<file path="src/rtl/mc_ctrl_pkg.sv">
// Shared encodings for the multicycle MIPS main control: states, opcodes, mux codes
// and the per-state control word decode used by multicycle_main_ctrl.
package mc_ctrl_pkg;

  typedef enum logic [3:0] {
    S_IDLE   = 4'd0,
    S_FETCH  = 4'd1,
    S_DECODE = 4'd2,
    S_EXEC   = 4'd3,
    S_ALUWB  = 4'd4,
    S_MEMADR = 4'd5,
    S_MEMRD  = 4'd6,
    S_MEMWB  = 4'd7,
    S_MEMWR  = 4'd8,
    S_IEXEC  = 4'd9,
    S_IWB    = 4'd10,
    S_BEQ    = 4'd11,
    S_BNE    = 4'd12,
    S_JUMP   = 4'd13,
    S_TRAP   = 4'd14
  } state_t;

  localparam logic [5:0] OP_RTYPE = 6'h00;
  localparam logic [5:0] OP_LW    = 6'h23;
  localparam logic [5:0] OP_SW    = 6'h2B;
  localparam logic [5:0] OP_ADDI  = 6'h08;
  localparam logic [5:0] OP_ORI   = 6'h0D;
  localparam logic [5:0] OP_BEQ   = 6'h04;
  localparam logic [5:0] OP_BNE   = 6'h05;
  localparam logic [5:0] OP_J     = 6'h02;

  localparam logic [2:0] ALU_ADD   = 3'b000;
  localparam logic [2:0] ALU_SUB   = 3'b001;
  localparam logic [2:0] ALU_FUNCT = 3'b010;
  localparam logic [2:0] ALU_OR    = 3'b011;
  localparam logic [2:0] ALU_PASS  = 3'b100;

  localparam logic [1:0] SRCB_REGB = 2'b00;
  localparam logic [1:0] SRCB_FOUR = 2'b01;
  localparam logic [1:0] SRCB_IMM  = 2'b10;
  localparam logic [1:0] SRCB_BOFS = 2'b11;

  localparam logic [1:0] PCSRC_ALU  = 2'b00;
  localparam logic [1:0] PCSRC_BTGT = 2'b01;
  localparam logic [1:0] PCSRC_JTGT = 2'b10;

  // pc_en is only partly a function of state; the rest comes from live inputs
  typedef enum logic [2:0] {
    PCC_NONE   = 3'd0,
    PCC_MEMRDY = 3'd1,
    PCC_ZERO   = 3'd2,
    PCC_NZERO  = 3'd3,
    PCC_ALWAYS = 3'd4
  } pc_cond_t;

  typedef struct packed {
    pc_cond_t   pc_cond;
    logic       ir_write_rdy;
    logic [1:0] pc_src;
    logic       iord;
    logic       mem_read;
    logic       mem_write;
    logic       reg_write;
    logic       reg_dst;
    logic       mem_to_reg;
    logic       alu_src_a;
    logic [1:0] alu_src_b;
    logic       imm_zext;
    logic [2:0] alu_op;
    logic       illegal;
  } ctrl_t;

  function automatic ctrl_t state_ctrl(state_t s, logic is_ori);
    ctrl_t c;
    c = '0;
    case (s)
      S_FETCH: begin
        c.pc_cond      = PCC_MEMRDY;
        c.ir_write_rdy = 1'b1;
        c.mem_read     = 1'b1;
        c.alu_src_b    = SRCB_FOUR;
        c.alu_op       = ALU_ADD;
        c.pc_src       = PCSRC_ALU;
      end
      S_DECODE: begin
        c.alu_src_b = SRCB_BOFS;
        c.alu_op    = ALU_ADD;
      end
      S_EXEC: begin
        c.alu_src_a = 1'b1;
        c.alu_src_b = SRCB_REGB;
        c.alu_op    = ALU_FUNCT;
      end
      S_ALUWB: begin
        c.reg_write = 1'b1;
        c.reg_dst   = 1'b1;
      end
      S_MEMADR: begin
        c.alu_src_a = 1'b1;
        c.alu_src_b = SRCB_IMM;
        c.alu_op    = ALU_ADD;
      end
      S_MEMRD: begin
        c.mem_read = 1'b1;
        c.iord     = 1'b1;
      end
      S_MEMWB: begin
        c.reg_write  = 1'b1;
        c.mem_to_reg = 1'b1;
      end
      S_MEMWR: begin
        c.mem_write = 1'b1;
        c.iord      = 1'b1;
      end
      S_IEXEC: begin
        c.alu_src_a = 1'b1;
        c.alu_src_b = SRCB_IMM;
        c.alu_op    = is_ori ? ALU_OR : ALU_ADD;
        c.imm_zext  = is_ori;
      end
      S_IWB: c.reg_write = 1'b1;
      S_BEQ, S_BNE: begin
        c.alu_src_a = 1'b1;
        c.alu_src_b = SRCB_REGB;
        c.alu_op    = ALU_SUB;
        c.pc_src    = PCSRC_BTGT;
        c.pc_cond   = (s == S_BEQ) ? PCC_ZERO : PCC_NZERO;
      end
      S_JUMP: begin
        c.pc_src  = PCSRC_JTGT;
        c.pc_cond = PCC_ALWAYS;
      end
      S_TRAP: c.illegal = 1'b1;
      default: ;
    endcase
    return c;
  endfunction

endpackage

</file>
<file path="src/rtl/mc_ctrl_perf_cnt.sv">
// Free-running cycle counter and retired-instruction counter; an instruction retires
// when FETCH is entered from any state other than IDLE, FETCH or TRAP.
module mc_ctrl_perf_cnt
  import mc_ctrl_pkg::*;
#(
  parameter int CNTW = 32
) (
  input  logic            clk,
  input  logic            rst_n,
  input  state_t          state,
  input  state_t          state_nxt,
  output logic [CNTW-1:0] cycle_count,
  output logic [CNTW-1:0] instr_retired
);

  logic retire;

  assign retire = (state_nxt == S_FETCH) &&
                  !(state inside {S_IDLE, S_FETCH, S_TRAP});

  always_ff @(posedge clk or negedge rst_n) begin
    if (!rst_n) begin
      cycle_count   <= '0;
      instr_retired <= '0;
    end else begin
      cycle_count <= cycle_count + 1'b1;
      if (retire) instr_retired <= instr_retired + 1'b1;
    end
  end

endmodule

</file>
<file path="src/rtl/multicycle_main_ctrl.sv">
// Multicycle MIPS main control FSM with memory handshake, branch resolution and trap.
// Optional perf counters (cycle_count, instr_retired) exist when MC_CTRL_PERF_CNT_EN is defined.
module multicycle_main_ctrl
  import mc_ctrl_pkg::*;
#(
  parameter int OPW         = 6,
  parameter int ALUOPW      = 3,
  parameter int CNTW        = 32,
  parameter bit TRAP_STICKY = 1'b1
) (
  input  logic              clk,
  input  logic              rst_n,
  input  logic [OPW-1:0]    opcode,
  input  logic              zero,
  input  logic              mem_ready,
  output logic              pc_en,
  output logic [1:0]        pc_src,
  output logic              iord,
  output logic              mem_read,
  output logic              mem_write,
  output logic              ir_write,
  output logic              reg_write,
  output logic              reg_dst,
  output logic              mem_to_reg,
  output logic              alu_src_a,
  output logic [1:0]        alu_src_b,
  output logic              imm_zext,
  output logic [ALUOPW-1:0] alu_op,
  output logic              illegal,
  output logic [3:0]        state_o
`ifdef MC_CTRL_PERF_CNT_EN
  ,
  output logic [CNTW-1:0]   cycle_count,
  output logic [CNTW-1:0]   instr_retired
`endif
);

  if (OPW < 6 || ALUOPW < 3 || CNTW < 1) begin : g_param_check
    $error("multicycle_main_ctrl: OPW>=6, ALUOPW>=3, CNTW>=1 required");
  end

  state_t state, state_nxt;
  ctrl_t  ctrl_q;

  always_comb begin
    state_nxt = S_IDLE;
    case (state)
      S_IDLE:   state_nxt = S_FETCH;
      S_FETCH:  state_nxt = mem_ready ? S_DECODE : S_FETCH;
      S_DECODE: begin
        case (opcode)
          OPW'(OP_RTYPE):          state_nxt = S_EXEC;
          OPW'(OP_LW), OPW'(OP_SW): state_nxt = S_MEMADR;
          OPW'(OP_ADDI), OPW'(OP_ORI): state_nxt = S_IEXEC;
          OPW'(OP_BEQ):            state_nxt = S_BEQ;
          OPW'(OP_BNE):            state_nxt = S_BNE;
          OPW'(OP_J):              state_nxt = S_JUMP;
          default:                 state_nxt = S_TRAP;
        endcase
      end
      S_EXEC:   state_nxt = S_ALUWB;
      // only lw and sw reach MEMADR, so anything other than lw is a store
      S_MEMADR: state_nxt = (opcode == OPW'(OP_LW)) ? S_MEMRD : S_MEMWR;
      S_MEMRD:  state_nxt = mem_ready ? S_MEMWB : S_MEMRD;
      S_MEMWR:  state_nxt = mem_ready ? S_FETCH : S_MEMWR;
      S_IEXEC:  state_nxt = S_IWB;
      S_ALUWB, S_MEMWB, S_IWB, S_BEQ, S_BNE, S_JUMP: state_nxt = S_FETCH;
      S_TRAP:   state_nxt = TRAP_STICKY ? S_TRAP : S_FETCH;
      default:  state_nxt = S_IDLE;
    endcase
  end

  // Control word is registered alongside the state so outputs come straight from flops
  always_ff @(posedge clk or negedge rst_n) begin
    if (!rst_n) begin
      state  <= S_IDLE;
      ctrl_q <= '0;
    end else begin
      state  <= state_nxt;
      ctrl_q <= state_ctrl(state_nxt, opcode == OPW'(OP_ORI));
    end
  end

  always_comb begin
    pc_en = 1'b0;
    case (ctrl_q.pc_cond)
      PCC_MEMRDY: pc_en = mem_ready;
      PCC_ZERO:   pc_en = zero;
      PCC_NZERO:  pc_en = ~zero;
      PCC_ALWAYS: pc_en = 1'b1;
      default:    pc_en = 1'b0;
    endcase
  end

  assign ir_write   = ctrl_q.ir_write_rdy & mem_ready;
  assign pc_src     = ctrl_q.pc_src;
  assign iord       = ctrl_q.iord;
  assign mem_read   = ctrl_q.mem_read;
  assign mem_write  = ctrl_q.mem_write;
  assign reg_write  = ctrl_q.reg_write;
  assign reg_dst    = ctrl_q.reg_dst;
  assign mem_to_reg = ctrl_q.mem_to_reg;
  assign alu_src_a  = ctrl_q.alu_src_a;
  assign alu_src_b  = ctrl_q.alu_src_b;
  assign imm_zext   = ctrl_q.imm_zext;
  assign alu_op     = ALUOPW'(ctrl_q.alu_op);
  assign illegal    = ctrl_q.illegal;
  assign state_o    = state;

`ifdef MC_CTRL_PERF_CNT_EN
  mc_ctrl_perf_cnt #(
    .CNTW(CNTW)
  ) u_perf_cnt (
    .clk           (clk),
    .rst_n         (rst_n),
    .state         (state),
    .state_nxt     (state_nxt),
    .cycle_count   (cycle_count),
    .instr_retired (instr_retired)
  );
`endif

endmodule

</file>
<file path="config.mk">
export PLATFORM = sky130hd
export DESIGN_NAME = multicycle_main_ctrl
export DESIGN_NICKNAME = d
export VERILOG_FILES = /design/src/rtl/mc_ctrl_pkg.sv /design/src/rtl/mc_ctrl_perf_cnt.sv /design/src/rtl/multicycle_main_ctrl.sv
export SDC_FILE = /design/constraint.sdc
export NUM_CORES = 1
export LEC_CHECK = 0
export ABC_AREA = 1
export CAP_MARGIN = 20
export CORE_MARGIN = 4
export CORE_UTILIZATION = 43
export CTS_CLUSTER_DIAMETER = 80
export CTS_CLUSTER_SIZE = 8
export DETAILED_ROUTE_END_ITERATION = 8
export GPL_TIMING_DRIVEN = 0
export PLACE_DENSITY = 0.74
export SYNTH_ARGS = -nofsm -noshare
export SYNTH_HDL_FRONTEND = slang
export SYNTH_SLANG_ARGS = --single-unit
export TNS_END_PERCENT = 100
</file>
<file path="constraint.sdc">
create_clock -name clk -period 1.6 [get_ports clk]
set_input_delay 0.4 -clock clk [delete_from_list [all_inputs] [get_ports clk]]
set_output_delay 0.4 -clock clk [all_outputs]
set_load 0.05 [all_outputs]
</file>
==> reports/summary.txt, run 1 <==
Synthesis Warnings: 0
Top cells by count, synth: nand2_1 (40), inv_1 (26), dfrtp_1 (22)
Routed length per instance: 12.0 um
Setup CP Type: input pin to flop
Area leader, netlist: dfrtp_1
Yosys reg bits: 22
Reg clk slew, reported paths: 120 ps
Starting Density: 45.2%
Power share of the combinational group: 67.1%
Placed cell areas: 0.00160 mm^2
Slew HR: 65.1%
Fmax: 587 MHz
Sequential Power Share: 24.3%
Worst Tran Pin Value: 521 ps
Final period utilization: 106%
Cell Int Power: 1710 uW
Worst r2r src: state_o[3]
Post-route cell area: 0.00176 mm^2
Avg Cell Area, Syn: 7.47 um^2
Top cell type's share of synthesized area: 44.1%
Total track usage: 15.7%
Setup violations, final: 10
Core area: 0.00276 mm^2
Max clock buf depth: 2
Synth Cell Area: 0.00125 mm^2
RSZ-0062 raised after global routing: yes
Share of layout cells above drive strength 1: 42.3%
Initial antenna violation count: 0
Failing checks: setup timing
Max Clock Skew: 2.47 ps
Via count: 1184
Initial drt markers: 29
Power Dens Cells: 2020 mW/mm^2
Worst hold path class: input pin to async pin
Max Cap Viol: 0
Die Wd: 61.9 um
Final ANT Viol Nets: 0
Site row count: 19
Vias in the first global route: 1117
ANT cells: 0
Sw power: 1860 uW
Total power: 3570 uW
I/O Pins: 32
Wire length of the first global-routing pass: 4420 um
Number of enable flip-flop cells after synthesis: 0
Slew Limit Fails: 0
Fin worst setup slack: -103 ps
Largest net degree at the start of global routing: 23
Crit. End Element: flop
IO buf count: 30
Sw Ratio: 52.0%
Crit path launch type: input pin
Crit path time final: 1700 ps
Hold-fix buffers, CTS: 0
CP Data Arrival Time: 1960 ps
Total grt overflow: 0
Most common flop cell mapped by yosys: dfrtp_1
Gp weighted congestion: 0.805
Worst VDD drop: 1.16 mV
Num CTS Buffers: 3
Cell with the most instances after synthesis: nand2_1
Outcome: complete, but fails checks
Vias per inst: 4.85
Nets: 224
Fraction of registers with async set/reset: 100%
Die area: 0.00383 mm^2
Clk pwr share: 8.5%
Crit path required time: 1860 ps
CP Launch Point: opcode[0]
Reg2Reg Setup Slack: -90 ps
# clock sinks: 22
Synth cell types: 21
Drt first pass iters: 4
CTS root buf: clkbuf_4
Lkg Pwr: 0.00104 uW
Number of flip-flops in the largest register: 4
Worst skew pair latency: 310 ps
Worst-path maximum fanout: 6
Dpl hpwl: 2070 um
Fin. Hold Viols: 0
Layout area overhead: 41.4%
DIE HEIGHT: 61.9 um
Syn Inst Count: 167
Post-Syn Nets: 177
Synth top area cells: dfrtp_1 (44%), nand2_1 (12%), inv_1 (7.8%), nand3_1 (7.2%), nor2_1 (4.8%)
Seq/Total Area, Yosys: 44.1%
Routed wire length: 2920 um
Residual DRC: 0
H-tree level count: 1
CTS tree: done
[critical path, stage by stage]
cell	delay (ps)
dlygate4sd2_1	280
nor2_1	190
nand2_1	80
nor2_1	130
nor2_2	70
nand3_1	60
nand2_1	70
nand2_2	80
nand2_2	100
nor2_2	210
nand2_1	130
nand2_1	70
inv_1	40
nand2_1	50
[cell usage in the layout (no fill, tap or decap)]
master / instances
clkbuf_4: 3
clkdlybuf4s15_2: 6
nand2_4: 2
conb_1: 1
nor2_1: 9
a21oi_1: 1
nor2_2: 12
nand2_2: 6
clkdlybuf4s50_1: 1
o21ai_1: 2
dlygate4sd2_1: 7
buf_6: 2
dfrtp_2: 4
nand4_1: 2
o211ai_1: 2
nand3_2: 7
clkbuf_2: 5
o32ai_2: 1
dlymetal6s2s_1: 1
nand3_1: 14
inv_2: 9
a21oi_4: 1
buf_2: 4
dfrtp_1: 18
o21ai_2: 2
buf_4: 19
nor3_2: 3
clkbuf_8: 1
clkdlybuf4s15_1: 4
nor2_4: 3
inv_1: 24
nand2_1: 37
[power by group through the flow]
stage	combinational (uW)	clock, uW	sequential, uW
finish	2400	305	869
global route	2580	343	892
CTS	2300	316	865
detailed placement	2030	0	877
global placement	1990	0	863
floorplan	1180	0	1180
[kinds of logic (layout without fill, tap and decap cells)]
group / after synthesis / count (layout) / share of synthesized area [%]
other: 1 / 1 / 0.301
AO/OA/AOI/OAI: 9 / 9 / 5.82
AND/OR/NAND/NOR: 95 / 95 / 35.6
buffers and inverters: 40 / 86 / 14.1
flip-flops: 22 / 22 / 44.1
[per-stage QoR]
stage / setup TNS (ps) / hold slack, ps / utilization (%) / setup WS, ps / instances
floorplan: -24.3 / 104 / - / -13.1 / 167
global placement: -9150 / 612 / 58.2 / -831 / 228
detailed placement: -11470 / 626 / 58.2 / -871 / 228
CTS: -384 / 625 / 63.1 / -126 / 241
global route: -1540 / 443 / 64.0 / -215 / 244
finish: -489 / 424 / 64.0 / -103 / 244
[area by class of cell]
cell class | count | area, um^2
Inverter | 33 | 124
Multi-Input combinational cell | 105 | 608
Tap cell | 31 | 38.8
Fill cell | 244 | 993
Clock buffer | 4 | 36.3
Timing Repair Buffer | 42 | 349
Buffer | 7 | 52.6
Sequential cell | 22 | 556
[metal layers]
layer / wire length (um) / share of wire, % / up-vias / track usage (%)
met1: 1200 / 41 / 553 / 15.9
met5: 0 / 0 / - / 0
met4: 21 / 0.72 / 0 / 7.88
li1: - / - / 597 / -
met3: 100 / 3.4 / 4 / 2.07
met2: 1600 / 55 / 30 / 30.6
[final timing paths]
kind,to,cells past startpoint
max reg2reg,alu_op[0],11
max,alu_src_a,14
min,pc_src[0],1
min in group clk,mem_to_reg,3
min reg2reg,reg_dst,2
max in group asynchronous,state_o[0],2
[what timing repair did]
item                                    4_1_cts  5_1_grt
pin swaps                                     9        3
buffers inserted                              9        2
cloned                                        0        0
resized for setup                            76       28
endpoints found under the setup margin       36       28
Power figures use the tool's default switching activity.
==> run 2: changes to the inputs <==
- PLACE_DENSITY: 0.74 -> not set
- PLACE_DENSITY_LB_ADDON: not set -> 0.3
- RECOVER_POWER: not set -> 50
==> reports/summary.txt, run 2 (synthesis gave the netlist of run 1 again) <==
Wire length of the first global-routing pass: 4370 um
CP Data Arrival Time: 2010 ps
Hold-fix buffers, CTS: 0
# clock sinks: 22
Crit path required time: 1830 ps
Fin worst setup slack: -181 ps
Worst r2r src: state_o[3]
Crit path time final: 1780 ps
Share of layout cells above drive strength 1: 52.1%
Initial antenna violation count: 0
Crit path launch type: flop
Vias per inst: 5.06
IO buf count: 30
Gp weighted congestion: 0.833
Worst-path maximum fanout: 6
Slew Limit Fails: 0
Setup tns final: -1260 ps
Dpl hpwl: 2090 um
ANT cells: 0
I/O Pins: 32
Total power: 4200 uW
Reg clk slew, reported paths: 130 ps
Num CTS Buffers: 3
Reg2Reg Depth: 11
Total grt overflow: 0
Fin. Hold Viols: 0
Via count: 1255
Worst hold path class: input pin to async pin
Drt first pass iters: 4
Final ANT Viol Nets: 0
Setup violations, final: 15
Largest net degree at the start of global routing: 23
Max Clock Skew: 7.91 ps
Failing checks: setup timing
Nets: 228
Total track usage: 14.9%
Worst skew pair latency: 320 ps
Routed length per instance: 13.9 um
Starting Density: 45.2%
DIE HEIGHT: 61.9 um
Reg-to-reg endpoint: alu_src_a
Worst Tran Pin Value: 521 ps
Final period utilization: 111%
Pre-CTS setup slack: -863 ps
Max Cap Viol: 0
Vias in the first global route: 1088
Layout area overhead: 57.8%
Placed Instances: 228
Fmax: 561 MHz
Commonest non-fill, non-tap cells in the layout: nand2_1 (30), buf_4 (20), inv_1 (19)
Final Non-Filler Cells: 248
FILL cells: 214
Outcome: complete, but fails checks
Routed wire length: 3450 um
Slew HR: 65.3%
Crit. End Element: flop
Worst VDD drop: 1.55 mV
Commonest non-fill, non-tap cell in the layout: nand2_1
Residual DRC: 0
H-tree level count: 1
Number of flip-flops in the largest register: 4
Initial drt markers: 22
Core area: 0.00276 mm^2
Lkg Pwr: 0.00107 uW
Site row count: 19
Die Wd: 61.9 um
RSZ-0062 raised after global routing: yes
Setup CP Type: flop to flop
CTS tree: done
WHS: 274 ps
Max clock buf depth: 2
Reg2Reg Setup Slack: -180 ps
CTS root buf: clkbuf_4
Power Dens Cells: 2140 mW/mm^2
Die area: 0.00383 mm^2
run 2: how the worst max path moves through the flow:
stage	start	end	cells after the start
after floorplan	state_o[3]	alu_src_a	11
after global placement	mem_ready	pc_en	4
after detailed placement	mem_ready	pc_en	4
after CTS	zero	pc_en	5
after global routing	state_o[3]	alu_src_a	13
final	state_o[3]	alu_src_a	11
run 2: stage by stage:
step	utilization [%]	cell area, um^2
floorplan	-	1260
CTS	61.9	1710
global route	71.4	1970
global placement	58.2	1600
detailed placement	58.2	1600
finish	71.4	1970
run 2: area by class of cell:
type                       count  area [um^2]  area share (%)
inverter                      33          124            6.29
multi-input combinational    105          732            37.2
clock inverter                 1         30.0            1.53
sequential                    22          557            28.3
tap                           31         38.8            1.97
clock buffer                   3         22.5            1.14
timing repair buffer          46          412            20.9
buffer                         7         52.6            2.67
run 2: metal layers:
layer	GRT usage [%]	part of all wire (%)	vias up	routed length (um)
met5	0	0	-	0
met4	4.24	1.8	0	63
met3	1.45	4.0	6	137
met2	28.8	53	33	1820
met1	17.2	41	607	1430
li1	-	-	609	-
run 2: worst max-delay path, cell delays in order, from the launching register on:
cell     delay (ps)
dfrtp_2         500
nor2_4          200
o21ai_1          80
nand2_1         100
nand3_2         130
a21oi_4         250
buf_6           150
nor2_4           50
nand2_2          70
nand2_1          60
inv_1            60
nand2_1          40
run 2: repair_timing:
item,CTS,global route
setup buffers,4,11
gates resized for setup,74,65
pin swaps,10,31
setup endpoints to repair,36,26
run 2: report_power, final:
part	internal (uW)	leakage [uW]	switching (uW)
clock	254	0.0000279	181
combinational	1020	0.000760	1870
sequential	744	0.000286	137
==> run 3: changes to the inputs <==
- SLEW_MARGIN: not set -> 20
==> reports/summary.txt, run 3 (synthesis gave the netlist of run 1 again) <==
Crit path time final: 1780 ps
Initial antenna violation count: 0
Setup CP Type: flop to flop
Fin. Hold Viols: 0
Crit path launch type: flop
# clock sinks: 22
Wire length of the first global-routing pass: 4370 um
Critical Path, Cell by Cell: inv_2 > nand2_2 > nand2_1 > o21ai_1 > nand2_1 > nand3_2 > a21oi_4 > buf_6 > nor2_4 > nand2_2 > nand2_1 > inv_1 > nand2_1
Routed length per instance: 14.2 um
Reg clk slew, reported paths: 140 ps
CTS root buf: clkbuf_4
Worst Tran Pin Value: 1140 ps
Max Cap Viol: 0
Routed wire length: 3520 um
Number of flip-flops in the largest register: 4
Placed Instances: 228
Slew HR: 24.3%
Fin worst setup slack: -181 ps
Num CTS Buffers: 3
Worst VDD drop: 1.68 mV
Core area: 0.00276 mm^2
Total track usage: 14.9%
Die area: 0.00383 mm^2
ANT cells: 0
Starting Density: 45.2%
Fmax: 562 MHz
Worst hold path class: input pin to async pin
Commonest non-fill, non-tap cells in the layout: nand2_1 (29), inv_1 (20), buf_4 (20)
Setup violations, final: 15
WHS: 251 ps
Dpl hpwl: 2090 um
Largest net degree at the start of global routing: 23
Site row count: 19
Final ANT Viol Nets: 0
Worst r2r src: state_o[3]
Reg2Reg Depth: 13
Slowest cell delay on critical path: 490 ps
Slew Limit Fails: 0
Layout area overhead: 57.5%
Drt first pass iters: 4
DIE HEIGHT: 61.9 um
RSZ-0062 raised after global routing: yes
CP dominant cell by count: nand2_1
Failing checks: setup timing
Power Dens Cells: 2160 mW/mm^2
Max Clock Skew: 14.2 ps
Max clock buf depth: 2
Reg-to-reg endpoint: alu_src_a
CTS tree: done
I/O Pins: 32
Crit path required time: 1840 ps
Final Non-Filler Cells: 247
Crit path buffers/inverters: 3
Crit. End Element: flop
Vias in the first global route: 1088
Via count: 1291
Top delay family on crit path: simple AND/OR/NAND/NOR gates
Gp weighted congestion: 0.833
Final period utilization: 111%
Nets: 227
Reg2Reg Setup Slack: -180 ps
Setup tns final: -1430 ps
Share of layout cells above drive strength 1: 52.3%
Outcome: complete, but fails checks
IO buf count: 30
Vias per inst: 5.23
H-tree level count: 1
Initial drt markers: 45
Residual DRC: 0
Worst-path maximum fanout: 6
Lkg Pwr: 0.00108 uW
FILL cells: 213
Commonest non-fill, non-tap cell in the layout: nand2_1
CP max stage cell: dfrtp_2
CP Data Arrival Time: 2020 ps
Total grt overflow: 0
Worst skew pair latency: 330 ps
Die Wd: 61.9 um
## run 3: changes by cell type in the layout (fill, tap and decap cells not counted), sizes merged
cell / previous run / this run
dlygate4sd3: 1 / 0
## run 3: final cells by class
class	count	area [um^2]	share of cell area (%)
well taps	31	38.8	1.97
repair buffers	45	400	20.4
plain buffers	7	52.6	2.68
clock inverters	1	30.0	1.53
clock buffers	3	22.5	1.15
inverters	33	124	6.31
flip-flops and latches	22	557	28.3
multi-input cells	105	739	37.6
## run 3: metal layers
layer | track usage [%] | up-vias | part of all wire [%]
li1 | - | 607 | -
met1 | 17.2 | 609 | 37
met3 | 1.45 | 14 | 5.5
met4 | 4.24 | 0 | 3.4
met2 | 28.8 | 61 | 54
met5 | 0 | - | 0
## run 3: where the power goes
group | leakage (uW) | switching (uW) | internal (uW)
clock network | 0.0000279 | 187 | 254
logic | 0.000762 | 1900 | 1020
registers | 0.000286 | 134 | 744
total | 0.00108 | 2220 | 2020
## run 3: timing repair
| item | in CTS | in global routing |
|---|---|---|
| hold buffers | 0 | 0 |
| gates resized for setup | 74 | 66 |
| setup buffers | 4 | 11 |
| pin swaps | 10 | 31 |
| setup endpoints to repair | 36 | 26 |
| endpoints found under the hold margin | 0 | 0 |
## run 3: worst max path at each step
| stage | from | endpoint | slack, ps | cells past startpoint |
|---|---|---|---|---|
| 2_1_floorplan | state_o[3] | alu_src_a | -10 | 11 |
| 3_5_place_dp | mem_ready | pc_en | -860 | 4 |
| 6_report | state_o[3] | alu_src_a | -180 | 13 |
| 5_1_grt | state_o[3] | alu_src_a | -270 | 13 |
| 4_1_cts | zero | pc_en | -140 | 5 |
| 3_3_place_gp | mem_ready | pc_en | -830 | 4 |
## run 3: stage by stage
stage / util (%) / worst slack, ps / instance area (um^2) / total power, uW
2_1_floorplan: - / -13.1 / 1260 / 2360
3_3_place_gp: 58.2 / -832 / 1600 / 2860
3_5_place_dp: 58.2 / -863 / 1600 / 2910
4_1_cts: 61.9 / -144 / 1710 / 3410
5_1_grt: 71.2 / -270 / 1960 / 4450
6_report: 71.2 / -181 / 1960 / 4240
